==> config.mk <==
export PLATFORM = sky130hd
export DESIGN_NAME = serial_add_ctrl_flat
export DESIGN_NICKNAME = d
export VERILOG_FILES = /design/src/rtl/serial_add_ctrl_pkg.sv /design/src/rtl/serial_add_ctrl_if.sv /design/src/rtl/serial_add_ctrl_fa_cell.sv /design/src/rtl/serial_add_ctrl.sv /design/src/flat_wrapper.sv
export SDC_FILE = /design/constraint.sdc
export NUM_CORES = 1
export LEC_CHECK = 0
export BUFFER_PORTS_ARGS = -buffer_cell sky130_fd_sc_hd__buf_4
export CAP_MARGIN = 20
export CORE_ASPECT_RATIO = 2
export CORE_MARGIN = 4
export CORE_UTILIZATION = 58
export CTS_CLUSTER_SIZE = 8
export DETAILED_ROUTE_END_ITERATION = 10
export PLACE_DENSITY = 0.84
export SLEW_MARGIN = 0
export SYNTH_ARGS = -nofsm -noshare
export SYNTH_HDL_FRONTEND = slang
export SYNTH_SLANG_ARGS = --single-unit
==> constraint.sdc <==
create_clock -name clk -period 2.5 [get_ports clk]
set_clock_uncertainty 0.05 [all_clocks]
set_input_delay 0.125 -clock clk [delete_from_list [all_inputs] [get_ports clk]]
set_output_delay 0.125 -clock clk [all_outputs]
set_load 0.01 [all_outputs]
==> src/rtl/serial_add_ctrl_pkg.sv <==
// Shared types and helpers for the bit-serial adder controller.
// The state encoding and the carry majority function live here so the cell and the controller agree.
package serial_add_pkg;

    typedef enum logic [1:0] {IDLE, RUN, DONE} sa_state_t;

    localparam int SA_MAX_WIDTH = 64;

    function automatic logic maj3(input logic x, input logic y, input logic z);
        return (x & y) | (x & z) | (y & z);
    endfunction

endpackage

==> src/rtl/serial_add_ctrl_if.sv <==
// Start/busy/done handshake plus operand and result buses of the serial adder.
interface serial_add_ctrl_if #(parameter int WIDTH = 8);

    logic             start;
    logic [WIDTH-1:0] a_in;
    logic [WIDTH-1:0] b_in;
    logic             ci_in;
    logic             busy;
    logic             done;
    logic [WIDTH-1:0] sum_out;
    logic             co_out;

    modport master (output start, a_in, b_in, ci_in,
                    input  busy, done, sum_out, co_out);

    modport slave  (input  start, a_in, b_in, ci_in,
                    output busy, done, sum_out, co_out);

endinterface

==> src/rtl/serial_add_ctrl_fa_cell.sv <==
// Single combinational full-adder cell, time-shared across all operand bits.
module fa_cell
    import serial_add_pkg::*;
(
    input  logic a,
    input  logic b,
    input  logic ci,
    output logic sum,
    output logic co
);

    assign sum = a ^ b ^ ci;
    assign co  = maj3(a, b, ci);

endmodule

==> src/rtl/serial_add_ctrl.sv <==
// Bit-serial WIDTH-bit adder: one full-adder cell walks the operands LSB-first, one bit per clock.
// Result and carry-out are registered on the last RUN cycle, so they are valid while done is high.
module serial_add_ctrl
    import serial_add_pkg::*;
#(
    parameter int WIDTH = 8
) (
    input  logic            clk,
    input  logic            rst,
    serial_add_ctrl_if.slave bus
);

    localparam int            CW       = $clog2(WIDTH + 1);
    localparam logic [CW-1:0] LAST_CNT = CW'(WIDTH - 1);

    sa_state_t        state_r;
    sa_state_t        state_s;
    logic [WIDTH-1:0] a_sh_r;
    logic [WIDTH-1:0] b_sh_r;
    logic [WIDTH-1:0] acc_r;
    logic [WIDTH-1:0] acc_next_s;
    logic [WIDTH-1:0] sum_r;
    logic             carry_r;
    logic             co_r;
    logic             busy_r;
    logic             done_r;
    logic [CW-1:0]    cnt_r;
    logic             fa_sum_s;
    logic             fa_co_s;

    fa_cell u_fa (
        .a   (a_sh_r[0]),
        .b   (b_sh_r[0]),
        .ci  (carry_r),
        .sum (fa_sum_s),
        .co  (fa_co_s)
    );

    // New sum bit enters at the MSB; written as shifts so WIDTH=1 needs no special case.
    assign acc_next_s = (acc_r >> 1'b1) | (WIDTH'(fa_sum_s) << (WIDTH - 1));

    // Next-state decode.
    always_comb begin
        state_s = state_r;
        case (state_r)
            IDLE: begin
                if (bus.start) begin
                    state_s = RUN;
                end else begin
                    state_s = IDLE;
                end
            end
            RUN: begin
                if (cnt_r == LAST_CNT) begin
                    state_s = DONE;
                end else begin
                    state_s = RUN;
                end
            end
            DONE:    state_s = IDLE;
            default: state_s = IDLE;
        endcase
    end

    // State, datapath and registered handshake outputs.
    always_ff @(posedge clk) begin
        if (rst) begin
            state_r <= IDLE;
            a_sh_r  <= {WIDTH{1'b0}};
            b_sh_r  <= {WIDTH{1'b0}};
            acc_r   <= {WIDTH{1'b0}};
            sum_r   <= {WIDTH{1'b0}};
            carry_r <= 1'b0;
            co_r    <= 1'b0;
            cnt_r   <= {CW{1'b0}};
            busy_r  <= 1'b0;
            done_r  <= 1'b0;
        end else begin
            state_r <= state_s;
            busy_r  <= (state_s != IDLE);
            done_r  <= (state_s == DONE);
            case (state_r)
                IDLE: begin
                    if (bus.start) begin
                        a_sh_r  <= bus.a_in;
                        b_sh_r  <= bus.b_in;
                        carry_r <= bus.ci_in;
                        acc_r   <= {WIDTH{1'b0}};
                        cnt_r   <= {CW{1'b0}};
                    end else begin
                        cnt_r   <= cnt_r;
                    end
                end
                RUN: begin
                    a_sh_r  <= a_sh_r >> 1'b1;
                    b_sh_r  <= b_sh_r >> 1'b1;
                    acc_r   <= acc_next_s;
                    carry_r <= fa_co_s;
                    cnt_r   <= cnt_r + CW'(1'b1);
                    // Last bit: publish the completed word so it lines up with done.
                    if (cnt_r == LAST_CNT) begin
                        sum_r <= acc_next_s;
                        co_r  <= fa_co_s;
                    end else begin
                        sum_r <= sum_r;
                    end
                end
                DONE:    cnt_r <= cnt_r;
                default: cnt_r <= cnt_r;
            endcase
        end
    end

    assign bus.busy    = busy_r;
    assign bus.done    = done_r;
    assign bus.sum_out = sum_r;
    assign bus.co_out  = co_r;

endmodule

==> src/flat_wrapper.sv <==
// flat-port wrapper written by rule: the top's interface ports become plain ports
module serial_add_ctrl_flat import serial_add_pkg::*;
#(
    parameter int WIDTH = 8
)
  (clk, rst, bus_start, bus_a_in, bus_b_in, bus_ci_in, bus_busy, bus_done, bus_sum_out, bus_co_out);
  serial_add_ctrl_if #(.WIDTH(WIDTH)) bus_i ();
  input  logic clk;
  input  logic rst;
  input wire logic [$bits(bus_i.start)-1:0] bus_start;
  input wire logic [$bits(bus_i.a_in)-1:0] bus_a_in;
  input wire logic [$bits(bus_i.b_in)-1:0] bus_b_in;
  input wire logic [$bits(bus_i.ci_in)-1:0] bus_ci_in;
  output wire logic [$bits(bus_i.busy)-1:0] bus_busy;
  output wire logic [$bits(bus_i.done)-1:0] bus_done;
  output wire logic [$bits(bus_i.sum_out)-1:0] bus_sum_out;
  output wire logic [$bits(bus_i.co_out)-1:0] bus_co_out;
  assign bus_i.start = bus_start;
  assign bus_i.a_in = bus_a_in;
  assign bus_i.b_in = bus_b_in;
  assign bus_i.ci_in = bus_ci_in;
  assign bus_busy = bus_i.busy;
  assign bus_done = bus_i.done;
  assign bus_sum_out = bus_i.sum_out;
  assign bus_co_out = bus_i.co_out;
  serial_add_ctrl #(.WIDTH(WIDTH)) u_core (.clk(clk), .rst(rst), .bus(bus_i));
endmodule
==> flow_metrics.env, run 1 <==
export IMPL_ys_seq_area_share_pct=48.24
export IMPL_via_per_inst=5.769
export IMPL_slew_headroom_pct=28.98
export IMPL_antenna_found_initial=0
export IMPL_use_met2_pct=31.91
export IMPL_post_cts_resized=0
export IMPL_hpwl_mm=2.256
export IMPL_drcViolationCount=0
export IMPL_post_cts_setup_buffers=0
export IMPL_cts_root_buf="clkbuf_8"
export IMPL_tns_ns=0
export IMPL_nets=231
export IMPL_ys_ff_latch=41
export IMPL_diodes=0
export IMPL_synth_cell_types=26
export IMPL_num_vias=1373
export IMPL_synth_area_per_cell_um2=9.149
export IMPL_path_cells="o21bai_2 > a21oi_1 > a211oi_1"
export IMPL_finalCriticalPeriod_ns=1.752
export IMPL_drt_wirelength_per_cell_um=13.78
export IMPL_cts_hold_buf=0
export IMPL_grt_pass1_vias=1314
export IMPL_place_congestion=0.7245
export IMPL_grt_max_degree=50
export IMPL_drv_slew=0
export IMPL_crit_fanout=28
export IMPL_hold_path_class="primary input to register"
export IMPL_drive_gt1_share_pct=19.14
export IMPL_worst_ep_required_time_ns=2.64
export IMPL_coreArea_um2=2770
export IMPL_ir_drop_v=0.0004483
export IMPL_die_h_um=84.60
export IMPL_cp_slowest_cell="o21bai_2"
export IMPL_timing_hold_ws_ns=0.03659
export IMPL_pre_cts_slack_ns=0.7648
export IMPL_initial_core_util_pct=61.43
export IMPL_htree_levels=2
export IMPL_syn_num_nets=208
export IMPL_min_period_over_period_pct=70.09
export IMPL_ant_nets=0
export IMPL_grt_pass1_wl_mm=5.692
export IMPL_grt_met3_usage_pct=3.863
export IMPL_cts_made_buffers=5
export IMPL_crit_type="register to register"
export IMPL_clock_sinks=41
export IMPL_area_growth_pct=15.51
export IMPL_yosysWarnings=0
export IMPL_p_leak_nw=0.7933
export IMPL_final_setup_worst_slack_ns=0.7477
export IMPL_arrival_ns=1.90
export IMPL_worst_setup_path_end_kind="register"
export IMPL_finalWirelength_mm=3.279
export IMPL_max_freq_mhz=570.7
export IMPL_max_cap_violations=0
export IMPL_powerDensity_nw_per_um2=636.7
export IMPL_dieArea_um2=3917
export IMPL_critPathLaunch="u_core.state_r[0]"
export IMPL_gr_usage_met1_pct=21.98
export IMPL_io_buffers=30
export IMPL_cts_tree="done"
export IMPL_tightestPinTransition_ns=1.065
export IMPL_reg2reg_from="u_core.state_r[0]"
export IMPL_startpoint_type="register"
export IMPL_clock_path_buffers=2
export IMPL_ios=31
export IMPL_die_w_um=46.30
export IMPL_final_util_pct=70.96
export IMPL_slowest_delay_ns=0.86
export IMPL_hp_start="bus_b_in[7]"
export IMPL_grt_busiest_layer="met2"
export IMPL_clk_latency_ns=0.28
export IMPL_rows=27
export IMPL_synth_area_um2=1702
export IMPL_hold_viol_final=0
export IMPL_clkTransAtPathRegs_ns=0.07
export IMPL_setup_violations=0
export IMPL_drt_pass1_iter_count=4
export IMPL_drt_iter0_markers=20
export IMPL_grt_total_usage_pct=19.24
export IMPL_grt_overflow=0
export IMPL_outcome="completed"
export IMPL_rsz0062_at_grt="false"
export IMPL_synth_cells=186
[per-layer routing]
layer	wire, um	vias to the layer above	share of wire, %
li1	-	686	-
met1	1241	644	38
met2	1780	33	54
met3	151	10	4.6
met4	106	0	3.2
met5	0	-	0
[synthesized netlist by cell type]
cell	count	area share, %
nand3_1	2	0.59
nor2_1	27	6.0
nor3_1	3	0.88
o211a_1	1	0.59
buf_4	4	1.8
fa_1	1	1.2
buf_6	2	1.3
nor2_4	1	0.66
nand4b_1	1	0.51
o21bai_2	1	0.66
a21oi_1	16	4.7
nor3b_1	1	0.44
mux2i_1	10	5.9
dfxtp_1	41	48
a22oi_1	10	4.4
nand2_1	16	3.5
nand2b_1	19	7.0
buf_2	4	1.2
clkbuf_1	5	1.1
or3_1	1	0.37
nor2b_1	1	0.37
a211oi_1	15	6.6
and2_1	1	0.37
o21ba_2	1	0.59
ha_1	1	0.74
a31oi_1	1	0.37
[final cells by class]
type	count	area [um^2]
Timing Repair Buffer	31	232.7
Fill cell	243	804.5
Multi-Input combinational cell	130	789.5
Clock buffer	7	86.33
Sequential cell	41	820.8
Tap cell	29	36.28
[cells in the final DEF (no fill, tap or decap)]
master,Yosys,layout
nor2_1,27,27
or3_1,1,1
clkbuf_8,0,6
dfxtp_1,41,41
nor2_4,1,1
clkbuf_1,5,1
o21ba_2,1,1
ha_1,1,1
a211oi_1,15,15
mux2i_1,10,10
fa_1,1,1
o21bai_2,1,1
a31oi_1,1,1
nand2b_1,19,19
and2_1,1,1
nand2_1,16,16
nand4b_1,1,1
o211a_1,1,1
a22oi_1,10,10
buf_4,4,31
nor3_1,3,3
nor3b_1,1,1
nand3_1,2,2
nor2b_1,1,1
a21oi_1,16,16
[power by group]
part           internal (mW)  switching (mW)  leakage (nW)
registers              0.682          0.0192         0.335
clock network          0.219           0.201        0.0443
logic                 0.0600          0.0710         0.414
total                  0.960           0.291         0.793
[flip-flops by register name (all words and copies together) (netlist names)]
name / flops
u_core.a_sh_r: 8
u_core.acc_r: 7
u_core.b_sh_r: 8
u_core.bus.busy: 1
u_core.bus.co_out: 1
u_core.bus.done: 1
u_core.bus.sum_out: 8
u_core.carry_r: 1
u_core.cnt_r: 4
u_core.state_r: 2
[critical path, delay by kind of cell, from the launching register on]
kind / cells / cell delay [ns]
flops: 1 / 0.37
compound gates: 3 / 1.24
[cells by family (layout without fill, tap and decap cells)]
kind of cell / Yosys count / count (layout) / share of synthesized area [%]
fa+ha+maj: 2 / 2 / 1.912
buf+inv: 15 / 38 / 5.368
mux: 10 / 10 / 5.883
simple gates: 73 / 73 / 20.66
flops: 41 / 41 / 48.24
compound gates: 45 / 45 / 17.94
[through the flow]
step / std cells / total power, mW / area (um^2)
floorplan: 186 / 0.8074 / 1702
global placement: 231 / 0.8391 / 1879
detailed placement: 231 / 0.8466 / 1879
CTS: 238 / 1.264 / 1966
global route: 238 / 1.312 / 1966
finish: 238 / 1.252 / 1966
[final timing paths]
path,endpoint,cells after the start,slack (ns)
worst max register to register,u_core.a_sh_r[4],3,0.75
worst max-delay path,u_core.a_sh_r[4],3,0.75
worst min-delay path,u_core.b_sh_r[7],3,0.04
worst min register to register,u_core.bus.sum_out[1],2,0.42
(Power assumes the default switching activity.)
==> inputs of run 2 (changes only) <==
--- a/config.mk
+++ b/config.mk
@@ -5,14 +5,15 @@
 export SDC_FILE = /design/constraint.sdc
 export NUM_CORES = 1
 export LEC_CHECK = 0
+export ABC_AREA = 1
 export BUFFER_PORTS_ARGS = -buffer_cell sky130_fd_sc_hd__buf_4
 export CAP_MARGIN = 20
 export CORE_ASPECT_RATIO = 2
 export CORE_MARGIN = 4
-export CORE_UTILIZATION = 58
+export CORE_UTILIZATION = 55
 export CTS_CLUSTER_SIZE = 8
 export DETAILED_ROUTE_END_ITERATION = 10
-export PLACE_DENSITY = 0.84
+export PLACE_DENSITY = 0.79
 export SLEW_MARGIN = 0
 export SYNTH_ARGS = -nofsm -noshare
 export SYNTH_HDL_FRONTEND = slang
==> constraint.sdc (replaced) <==
create_clock -name clk -period 1.78 [get_ports clk]
set_clock_uncertainty 0.05 [all_clocks]
set_input_delay 0.089 -clock clk [delete_from_list [all_inputs] [get_ports clk]]
set_output_delay 0.089 -clock clk [all_outputs]
set_load 0.01 [all_outputs]
==> flow_metrics.env, run 2 <==
export IMPL_outcome="completed"
export IMPL_dieArea_um2=4442
export IMPL_synth_edf_count=0
export IMPL_pre_cts_slack_ns=0.2615
export IMPL_yosys_area_top_type="dfxtp_1"
export IMPL_cp_slowest_cell="nor2_2"
export IMPL_via_per_inst=4.994
export IMPL_grt_max_degree=34
export IMPL_async_flop_share_pct=0
export IMPL_die_w_um=49.17
export IMPL_nets=320
export IMPL_clk_latency_ns=0.29
export IMPL_io_buffers=30
export IMPL_place_congestion=0.8463
export IMPL_slowest_delay_ns=0.36
export IMPL_diodes=0
export IMPL_crit_fanout=20
export IMPL_final_common_cell="nand2_1"
export IMPL_synthTopCellsByArea="dfxtp_1 (44%), nand2_1 (19%), nand3_1 (9.4%)"
export IMPL_final_util_pct=67.49
export IMPL_ir_drop_v=0.0007130
export IMPL_synth_common_cells="nand2_1 (95), dfxtp_1 (41), nor2_1 (38), nand3_1 (35), inv_1 (18)"
export IMPL_initial_core_util_pct=57.73
export IMPL_synth_cell_types=22
export IMPL_final_setup_worst_slack_ns=0.2794
export IMPL_netlist_area_leader_share_pct=44.03
export IMPL_rsz0062_at_grt="false"
export IMPL_clkTransAtPathRegs_ns=0.08
export IMPL_fill_cells=282
export IMPL_ff_latch_area_um2=820.8
export IMPL_num_vias=1648
export IMPL_placed_area_um2=2063
export IMPL_post_cts_resized=0
export IMPL_worst_setup_path_end_kind="register"
export IMPL_area_growth_pct=16.91
export IMPL_cts_root_buf="clkbuf_8"
export IMPL_rows=29
export IMPL_p_leak_nw=1.051
export IMPL_grt_busiest_layer="met2"
export IMPL_coreArea_um2=3229
export IMPL_cts_hold_buf=0
export IMPL_ant_nets=0
export IMPL_ios=31
export IMPL_htree_levels=2
export IMPL_arrival_ns=1.69
export IMPL_hpwl_mm=2.609
export IMPL_drt_pass1_iter_count=4
export IMPL_clock_path_buffers=2
export IMPL_ys_ff_latch=41
export IMPL_clock_sinks=41
export IMPL_path_cells="inv_2 > nand2_2 > nor2_2 > nand3_1 > nand2_1"
export IMPL_max_cap_violations=0
export IMPL_drv_slew=0
export IMPL_max_freq_mhz=666.4
export IMPL_tns_ns=0
export IMPL_antenna_found_initial=0
export IMPL_grt_met3_usage_pct=2.975
export IMPL_synth_area_um2=1864
export IMPL_finalCriticalPeriod_ns=1.501
export IMPL_synth_area_per_cell_um2=6.930
export IMPL_post_cts_setup_buffers=0
export IMPL_final_area_um2=2180
export IMPL_grt_total_usage_pct=18.20
export IMPL_synth_main_ff_cell="dfxtp_1"
export IMPL_grt_overflow=0
export IMPL_setup_violations=0
export IMPL_cts_made_buffers=5
export IMPL_multi_input_area_um2=850.8
export IMPL_grt_pass1_wl_mm=6.534
export IMPL_powerDensity_nw_per_um2=920.0
export IMPL_drcViolationCount=0
export IMPL_final_cell_mix="nand2_1 (95), dfxtp_1 (41), nor2_1 (38)"
export IMPL_synth_most_common_cell="nand2_1"
export IMPL_finalWirelength_mm=3.624
export IMPL_drt_iter0_markers=34
export IMPL_use_met2_pct=32.51
export IMPL_grt_pass1_vias=1567
export IMPL_startpoint_type="register"
export IMPL_synth_cells=269
export IMPL_drt_wirelength_per_cell_um=10.98
export IMPL_tightestPinTransition_ns=0.4418
export IMPL_yosysWarnings=0
export IMPL_worst_ep_required_time_ns=1.97
export IMPL_cts_tree="done"
export IMPL_min_period_over_period_pct=84.30
export IMPL_drive_gt1_share_pct=17.06
export IMPL_hold_path_class="primary input to register"
export IMPL_ys_seq_area_share_pct=44.03
export IMPL_die_h_um=90.34
export IMPL_crit_type="register to register"
export IMPL_syn_num_nets=291
export IMPL_slew_headroom_pct=70.50
export IMPL_hold_viol_final=0
export IMPL_gr_usage_met1_pct=20.31
[run 2: changes by cell type in the layout (fill, tap and decap cells not counted), moves of 11 or more]
cell,change
inv_1,+18
nand2_1,+79
nand2b_1,-19
a211oi_1,-15
nand3_1,+33
nor2_1,+11
[run 2: path summary, 6_finish.rpt]
kind,startpoint,end,slack [ns],depth (start not counted)
worst max-delay path,u_core.state_r[1],u_core.bus.sum_out[7],0.28,5
worst min-delay path,bus_b_in[1],u_core.b_sh_r[1],0.04,5
worst max register to register,u_core.state_r[1],u_core.bus.sum_out[7],0.28,5
worst min register to register,u_core.a_sh_r[7],u_core.a_sh_r[7],0.42,2
[run 2: worst max-delay path, delay by kind of cell, from the launching register on]
kind | cells | cell delay (ns)
simple gates | 4 | 0.77
flops | 1 | 0.34
buf+inv | 1 | 0.28
[run 2: cell type report]
type / count / share of cell area (%)
repair buffers: 37 / 12.74
flip-flops and latches: 41 / 37.66
clock buffers: 7 / 3.961
well taps: 31 / 1.780
clock inverters: 1 / 1.378
inverters: 20 / 3.444
multi-input cells: 193 / 39.04
[run 2: cell families after synthesis]
| group | count (synthesis) | share of synthesized area (%) |
|---|---|---|
| and+or+nand+nor | 175 | 38.79 |
| DFF | 41 | 44.03 |
| buffers and inverters | 35 | 10.33 |
| AOI/OAI and AO/OA | 16 | 5.101 |
| adders and majority gates | 2 | 1.745 |
[run 2: per-stage QoR]
step	hold WS, ns	cells	total power [mW]
global route	0.05839	330	2.105
floorplan	0.2042	269	1.193
global placement	0.3305	322	1.251
detailed placement	0.3392	322	1.256
finish	0.03648	330	2.005
CTS	0.03259	330	2.022
[run 2: power by group]
part           internal [mW]  switching, mW  total (mW)
clock network          0.457          0.315       0.773
registers              0.959         0.0313       0.991
logic                  0.105          0.137       0.242
total                   1.52          0.483        2.01
[run 2: per-layer routing]
layer,up-vias,share of wire [%]
li1,888,-
met1,726,43
met2,27,52
met3,7,3.0
met4,0,1.9
met5,-,0
==> inputs of run 3 (changes only) <==
--- a/config.mk
+++ b/config.mk
@@ -5,12 +5,12 @@
 export SDC_FILE = /design/constraint.sdc
 export NUM_CORES = 1
 export LEC_CHECK = 0
-export ABC_AREA = 1
+export ABC_AREA = 0
 export BUFFER_PORTS_ARGS = -buffer_cell sky130_fd_sc_hd__buf_4
 export CAP_MARGIN = 20
 export CORE_ASPECT_RATIO = 2
 export CORE_MARGIN = 4
-export CORE_UTILIZATION = 55
+export CORE_UTILIZATION = 54
 export CTS_CLUSTER_SIZE = 8
 export DETAILED_ROUTE_END_ITERATION = 10
 export PLACE_DENSITY = 0.79
==> constraint.sdc (replaced) <==
create_clock -name clk -period 1.56 [get_ports clk]
set_clock_uncertainty 0.05 [all_clocks]
set_input_delay 0.078 -clock clk [delete_from_list [all_inputs] [get_ports clk]]
set_output_delay 0.078 -clock clk [all_outputs]
set_load 0.01 [all_outputs]
==> flow_metrics.env, run 3 (synthesis results as in run 1) <==
export IMPL_outcome="completed"
export IMPL_hold_path_class="primary input to register"
export IMPL_grt_overflow=0
export IMPL_place_congestion=0.7408
export IMPL_via_per_inst=5.559
export IMPL_area_growth_pct=29.93
export IMPL_drt_iter0_markers=25
export IMPL_cts_made_buffers=5
export IMPL_grt_pass1_vias=1465
export IMPL_startpoint_type="register"
export IMPL_rows=28
export IMPL_cp_slowest_cell="dfxtp_1"
export IMPL_drt_pass1_iter_count=4
export IMPL_finalCriticalPeriod_ns=1.451
export IMPL_worst_setup_path_end_kind="register"
export IMPL_crit_type="register to register"
export IMPL_setup_violations=0
export IMPL_path_cells="ha_2 > nand4b_1 > nor2_4 > buf_12 > mux2i_1"
export IMPL_p_leak_nw=0.8987
export IMPL_grt_max_degree=50
export IMPL_drive_gt1_share_pct=20.78
export IMPL_max_freq_mhz=689.4
export IMPL_crit_fanout=9
export IMPL_ios=31
export IMPL_nets=252
export IMPL_drcViolationCount=0
export IMPL_antenna_found_initial=0
export IMPL_num_vias=1451
export IMPL_dieArea_um2=4168
export IMPL_finalWirelength_mm=3.634
export IMPL_worst_ep_required_time_ns=1.73
export IMPL_io_buffers=30
export IMPL_cts_root_buf="clkbuf_8"
export IMPL_clk_latency_ns=0.29
export IMPL_ant_nets=0
export IMPL_die_w_um=47.70
export IMPL_diodes=0
export IMPL_slowest_delay_ns=0.37
export IMPL_timing_hold_ws_ns=0.002860
export IMPL_clkTransAtPathRegs_ns=0.07
export IMPL_drv_slew=0
export IMPL_slew_headroom_pct=72.34
export IMPL_final_cell_mix="dfxtp_1 (40), buf_4 (35), nor2_1 (27)"
export IMPL_ir_drop_v=0.0008180
export IMPL_cts_tree="done"
export IMPL_tns_ns=0
export IMPL_multi_input_area_um2=792.0
export IMPL_tightestPinTransition_ns=0.4140
export IMPL_max_cap_violations=0
export IMPL_arrival_ns=1.62
export IMPL_clock_path_buffers=2
export IMPL_hold_viol_final=0
export IMPL_hpwl_mm=2.362
export IMPL_coreArea_um2=2978
export IMPL_grt_total_usage_pct=20.65
export IMPL_ff_latch_area_um2=822.0
export IMPL_reg2reg_depth=5
export IMPL_rsz0062_at_grt="false"
export IMPL_htree_levels=2
export IMPL_die_h_um=87.39
export IMPL_hold_depth=3
export IMPL_final_util_pct=74.24
export IMPL_fill_cells=209
export IMPL_clock_sinks=41
export IMPL_min_period_over_period_pct=92.98
export IMPL_drt_wirelength_per_cell_um=13.92
export IMPL_grt_pass1_wl_mm=6.279
export IMPL_final_common_cell="dfxtp_1"
export IMPL_powerDensity_nw_per_um2=1015
export IMPL_initial_core_util_pct=57.14
## run 3: power by group
part	internal [mW]	switching, mW
Combinational	0.128	0.124
Clock	0.521	0.350
Sequential	1.09	0.0279
Total	1.74	0.502
## run 3: worst paths after layout
check / start / end / slack (ns)
worst min register to register: u_core.bus.sum_out[0] / u_core.bus.sum_out[0] / 0.43
worst max register to register: u_core.cnt_r[1] / u_core.bus.sum_out[1] / 0.11
worst max-delay path: u_core.cnt_r[1] / u_core.bus.sum_out[1] / 0.11
worst min-delay path: bus_ci_in / u_core.carry_r / 0.003
## run 3: what timing repair did
action,CTS,global route
endpoints found under the setup margin,2,9
setup buffers,1,1
gates cloned,0,0
resized for setup,0,2
pin swaps,1,2
hold endpoints to repair,16,0
hold buffers,16,0
## run 3: per-layer routing
| layer | vias up | GRT usage [%] | wire length (um) |
|---|---|---|---|
| li1 | 728 | - | - |
| met1 | 682 | 22.16 | 1373 |
| met2 | 32 | 34.98 | 2021 |
| met3 | 9 | 5.590 | 155 |
| met4 | 0 | 9.804 | 85 |
| met5 | - | 0 | 0 |
## run 3: final cells by class
cell class                 count  area share (%)
clock buffer                   7           3.905
tap                           30           1.698
multi-input combinational    130           35.82
sequential                    41           37.18
timing repair buffer          52           20.03
clock inverter                 1           1.358
## run 3: stage by stage
step / worst slack, ns / instances / total power [mW] / cell area (um^2)
floorplan: 0.2281 / 186 / 1.294 / 1702
global placement: 0.1455 / 235 / 1.353 / 1903
detailed placement: 0.01279 / 235 / 1.363 / 1903
CTS: 0.06292 / 260 / 2.262 / 2200
global route: 0.01926 / 261 / 2.342 / 2211
finish: 0.1094 / 261 / 2.244 / 2211
## run 3: critical path: cells and delay by family, from the launching register on
family	cells	cell delay [ns]
simple gates	2	0.40
fa+ha+maj	1	0.21
flops	1	0.37
buf+inv	1	0.15
mux	1	0.19
